$ cat config.mk
export PLATFORM = sky130hd
export DESIGN_NAME = skew_fifo_bank
export DESIGN_NICKNAME = d
export VERILOG_FILES = /design/src/rtl/skew_fifo_bank.sv
export SDC_FILE = /design/constraint.sdc
export NUM_CORES = 1
export LEC_CHECK = 0
export CAP_MARGIN = 20
export CORE_AREA = 5 5 384 273
export CTS_BUF_LIST = sky130_fd_sc_hd__clkbuf_4
export CTS_CLUSTER_DIAMETER = 100
export DETAILED_ROUTE_END_ITERATION = 16
export DIE_AREA = 0 0 389 278
export RECOVER_POWER = 25
export SLEW_MARGIN = 20
export SYNTH_ARGS = -nofsm -noshare
export SYNTH_HDL_FRONTEND = slang
export SYNTH_SLANG_ARGS = --single-unit
$ cat constraint.sdc
create_clock -name clk -period 14.4 [get_ports clk]
set_clock_uncertainty 0.1 [all_clocks]
set_input_delay 3.6 -clock clk [delete_from_list [all_inputs] [get_ports clk]]
set_output_delay 3.6 -clock clk [all_outputs]
set_load 0.01 [all_outputs]
$ cat src/rtl/skew_fifo_bank.sv
// Row FIFO feeding a systolic array edge. Each popped row is fanned out as a
// diagonal wavefront: lane i of a row popped in cycle t is presented in
// cycle t+1+i, with idle lanes driven to zero.
module skew_fifo_bank #(
  parameter int unsigned DATA_W = 16,
  parameter int unsigned DEPTH  = 8,
  parameter int unsigned N_CH   = 4,
  localparam int unsigned CNT_W = $clog2(DEPTH + 1)
) (
  input  logic                   clk,
  input  logic                   rst,
  input  logic                   flush,
  input  logic                   wr_en,
  input  logic [N_CH*DATA_W-1:0] wr_data,
  input  logic                   rd_en,
  output logic [N_CH*DATA_W-1:0] out_data,
  output logic [N_CH-1:0]        out_valid,
  output logic                   full,
  output logic                   empty,
  output logic [CNT_W-1:0]       count,
  output logic                   overflow,
  output logic                   underflow
);

  localparam int unsigned PTR_W = (DEPTH > 1) ? $clog2(DEPTH) : 1;
  localparam int unsigned ROW_W = N_CH * DATA_W;

  logic [ROW_W-1:0] mem [DEPTH];

  logic [PTR_W-1:0] head_q, head_d;
  logic [PTR_W-1:0] tail_q, tail_d;
  logic [CNT_W-1:0] count_q, count_d;
  logic             overflow_q, overflow_d;
  logic             underflow_q, underflow_d;

  logic             pop_acc;
  logic             push_acc;
  logic [ROW_W-1:0] rd_row;

  // Status comes straight from registered occupancy, never from wr_en/rd_en.
  assign full      = (count_q == CNT_W'(DEPTH));
  assign empty     = (count_q == '0);
  assign count     = count_q;
  assign overflow  = overflow_q;
  assign underflow = underflow_q;

  assign rd_row = mem[head_q];

  // Accept decisions; flush suppresses both. A push while empty never
  // bypasses to the read side because pop_acc depends on empty alone.
  always_comb begin
    pop_acc  = rd_en && !empty && !flush;
    push_acc = wr_en && (!full || pop_acc) && !flush;
  end

  // Next-state for pointers, occupancy and sticky error flags.
  always_comb begin
    head_d      = head_q;
    tail_d      = tail_q;
    count_d     = count_q;
    overflow_d  = overflow_q;
    underflow_d = underflow_q;
    if (flush) begin
      head_d      = '0;
      tail_d      = '0;
      count_d     = '0;
      overflow_d  = 1'b0;
      underflow_d = 1'b0;
    end else begin
      if (pop_acc) begin
        head_d = (head_q == PTR_W'(DEPTH - 1)) ? '0 : head_q + 1'b1;
      end
      if (push_acc) begin
        tail_d = (tail_q == PTR_W'(DEPTH - 1)) ? '0 : tail_q + 1'b1;
      end
      unique case ({push_acc, pop_acc})
        2'b10:   count_d = count_q + 1'b1;
        2'b01:   count_d = count_q - 1'b1;
        default: count_d = count_q;
      endcase
      if (wr_en && !push_acc) overflow_d = 1'b1;
      if (rd_en && !pop_acc)  underflow_d = 1'b1;
    end
  end

  // Control state register with asynchronous clear.
  always_ff @(posedge clk or posedge rst) begin
    if (rst) begin
      head_q      <= '0;
      tail_q      <= '0;
      count_q     <= '0;
      overflow_q  <= 1'b0;
      underflow_q <= 1'b0;
    end else begin
      head_q      <= head_d;
      tail_q      <= tail_d;
      count_q     <= count_d;
      overflow_q  <= overflow_d;
      underflow_q <= underflow_d;
    end
  end

  // Row storage; contents are don't-care after reset so it carries no reset.
  always_ff @(posedge clk) begin
    if (push_acc) begin
      mem[tail_q] <= wr_data;
    end
  end

  // Per-lane skew: lane i goes through i delay stages plus the output register.
  for (genvar i = 0; i < N_CH; i++) begin : g_lane
    logic [DATA_W-1:0] lane_q;
    logic              lane_v_q;

    if (i == 0) begin : g_direct
      // Lane 0 is registered straight from the popped row.
      always_ff @(posedge clk or posedge rst) begin
        if (rst) begin
          lane_v_q <= 1'b0;
          lane_q   <= '0;
        end else if (flush) begin
          lane_v_q <= 1'b0;
          lane_q   <= '0;
        end else begin
          lane_v_q <= pop_acc;
          lane_q   <= pop_acc ? rd_row[0 +: DATA_W] : '0;
        end
      end
    end else begin : g_delay
      logic [DATA_W-1:0] dly_d_q [i];
      logic [i-1:0]      dly_v_q;

      // Delay line for lane i, then zero-injecting output register.
      always_ff @(posedge clk or posedge rst) begin
        if (rst) begin
          dly_v_q  <= '0;
          for (int k = 0; k < i; k++) dly_d_q[k] <= '0;
          lane_v_q <= 1'b0;
          lane_q   <= '0;
        end else if (flush) begin
          dly_v_q  <= '0;
          for (int k = 0; k < i; k++) dly_d_q[k] <= '0;
          lane_v_q <= 1'b0;
          lane_q   <= '0;
        end else begin
          dly_v_q[0] <= pop_acc;
          dly_d_q[0] <= pop_acc ? rd_row[i*DATA_W +: DATA_W] : '0;
          for (int k = 1; k < i; k++) begin
            dly_v_q[k] <= dly_v_q[k-1];
            dly_d_q[k] <= dly_d_q[k-1];
          end
          lane_v_q <= dly_v_q[i-1];
          lane_q   <= dly_v_q[i-1] ? dly_d_q[i-1] : '0;
        end
      end
    end

    assign out_valid[i]                 = lane_v_q;
    assign out_data[i*DATA_W +: DATA_W] = lane_q;
  end

endmodule
==> metrics.txt <==
crit path DAT around 2.9 ns; sequential area share after synthesis 0.794; First-pass DRT Iterations 5; CTS Buf Count between 150 and 200; hold crit path type register to register; nets@finish around 1500; Port Buffer Count 144; gpl congestion 0.687; Critical Path Source count[1]; f_max 0.151 GHz; final hold violations 0; layout cells sized above 1 0.281; Setup crit end kind output port; root buf cell clkbuf_4; Layout Utilization 0.299; ranking of synthesized cells by area edfxtp_1 (62%), dfrtp_1 (18%), mux4_2 (12%), mux2i_1 (2.6%), nor2b_1 (1.3%); post-synth top area share 0.617; vias in the first global route 12700; post-CTS resize count 0; # IOs about 150; Post-DRT Antenna Nets 0; slew margin rel. 0.262; Routed WL roughly 54000 µm; post-CTS setup repair buffer count 0; TritonCTS clock tree done; most common cell after layout, fill and taps aside edfxtp_1; #FFs+latches synth around 700; Setup CP Type register to output port; post-layout min period 6.61 ns; worst-margin pin slew approximately 1.1 ns; Period Utilization, post-route 0.459; max cap viols 0; Post-route DRC 0; total global routing overflow 0; EDFF count, synth just over 500; peak supply drop 0.0684 mV; hold_buf cts 0; Leak ~0.010 µW; Syn Std Cell Area 24900 µm²; FFs w/ async S/R, synth 0.256; hold path cells 1; DIE AREA roughly 110000 µm²; FP Rows slightly below 100; Die Y approximately 280 µm; Mapped Cells 1179; R2R Path Start count[1]; initial antenna violation count 34; starting density of the core 0.247; DRT iter0 DRCs about 840; status finished clean; worst skew pair latency 1.00 ns; Synth Flop Type edfxtp_1; CTS clk-pin slew, worst paths about 0.07 ns; crit start category register; Synth cell types 38; commonest non-fill, non-tap cells in the layout edfxtp_1 (512), clkbuf_4 (257), dfrtp_1 (173); HPWL after detailed placement 30900 µm; hold_sp g_lane[3].g_delay.dly_d_q[11]; Bufs on Longest Clock Path 3; vias about 12000; pwr dens roughly 150 nW/µm²; first-pass GRT wire length ~81000 µm; Max Slew Vio Count 0; Synth warnings 0; Synth-to-Final Area Change 21.3%; Mapped Nets 1254; GRT Total Usage 0.100; crit path max fanout 8; setup TNS 0 ns; routed vias/inst about 4; largest net degree at the start of global routing 80; drt wl/cell around 18 µm; chip width 389 µm; unrepaired setup endpoints after global routing false; r2r worst-path depth 5; final setup violation count 0; required time of the worst setup path about 11 ns; Synth area leader edfxtp_1; CTS sink count between 600 and 700; CTS H-Tree Depth 4; core area 101000 µm²; Mean Syn Cell Area 21.1 µm²
## power breakdown
| group | leakage (µW) | internal, µW | switching [µW] |
|---|---|---|---|
| Clock | 0.00129 | 850 | 770 |
| Sequential | 0.00706 | 2200 | 67.4 |
| Combinational | 0.00200 | 334 | 296 |
## cell families after synthesis
family	Yosys count	synth area share
compound gates	18	0.00437
xor+xnor	4	0.00141
fa+ha+maj	6	0.00301
buf+inv	65	0.0114
flops	688	0.794
mux	195	0.143
simple gates	203	0.0428
## cell usage after synthesis, types with 4 or more instances
cell type	n
edfxtp_1	512
dfrtp_1	176
mux4_2	128
nor2_1	79
mux2i_1	65
nor2b_1	52
and2_1	48
clkbuf_1	30
buf_2	13
buf_1	10
a21oi_1	6
ha_1	6
inv_1	6
nand2_1	5
buf_4	4
nor3_1	4
xor2_1	4
## final timing paths
check | endpoint | slack, ns
worst max-delay path | empty | 7.79
worst min-delay path | g_lane[3].lane_q[11] | 0.34
worst max register to register | mem[4][52] | 11.06
worst min register to register | g_lane[3].lane_q[11] | 0.34
max in group asynchronous | tail_q[2] | 9.33
min in group asynchronous | g_lane[2].lane_q[5] | 3.01
## cell type report
type                       count  area (µm²)
inverter                       6        30.0
tap                         1350        1690
sequential                   688       19800
antenna                       11        27.5
multi-input combinational    426        4920
clock inverter                36         238
clock buffer                 257        1930
timing repair buffer         162        1590
fill                        9874       70700
## state kept, by name, summed over array words and instances, names as in the netlist
name                    flops
mem                       512
g_lane.g_delay.dly_d_q     96
g_lane.lane_q              64
count                       4
head_q                      3
tail_q                      3
g_lane.lane_v_q             2
g_lane.g_delay.dly_v_q      2
overflow                    1
underflow                   1
## critical path, cell delays in order (launching register included)
cell	delay [ns]
dfrtp_1	0.48
or4_1	0.73
inv_1	0.20
clkdlybuf4s50_1	0.57
## per-layer routing
layer  up-vias  track usage  wire length, µm
met3       100       0.0358             3620
met4         8       0.0411             1010
met2       377        0.152            25300
met5         -            0               42
met1      6050        0.131            24100
li1       5248            -                -
## per-stage QoR
stage	power (µW)	setup WS, ns	std cells	instance area (µm²)	hold WS [ns]
floorplan	2760	4.90	1179	24900	0.328
global placement	2960	7.22	2631	28000	0.333
detailed placement	2970	7.23	2631	28000	0.334
CTS	4610	7.67	2924	30200	0.347
global route	4770	7.64	2930	30200	0.352
finish	4520	7.79	2936	30200	0.342
(Power assumes the default switching activity.)
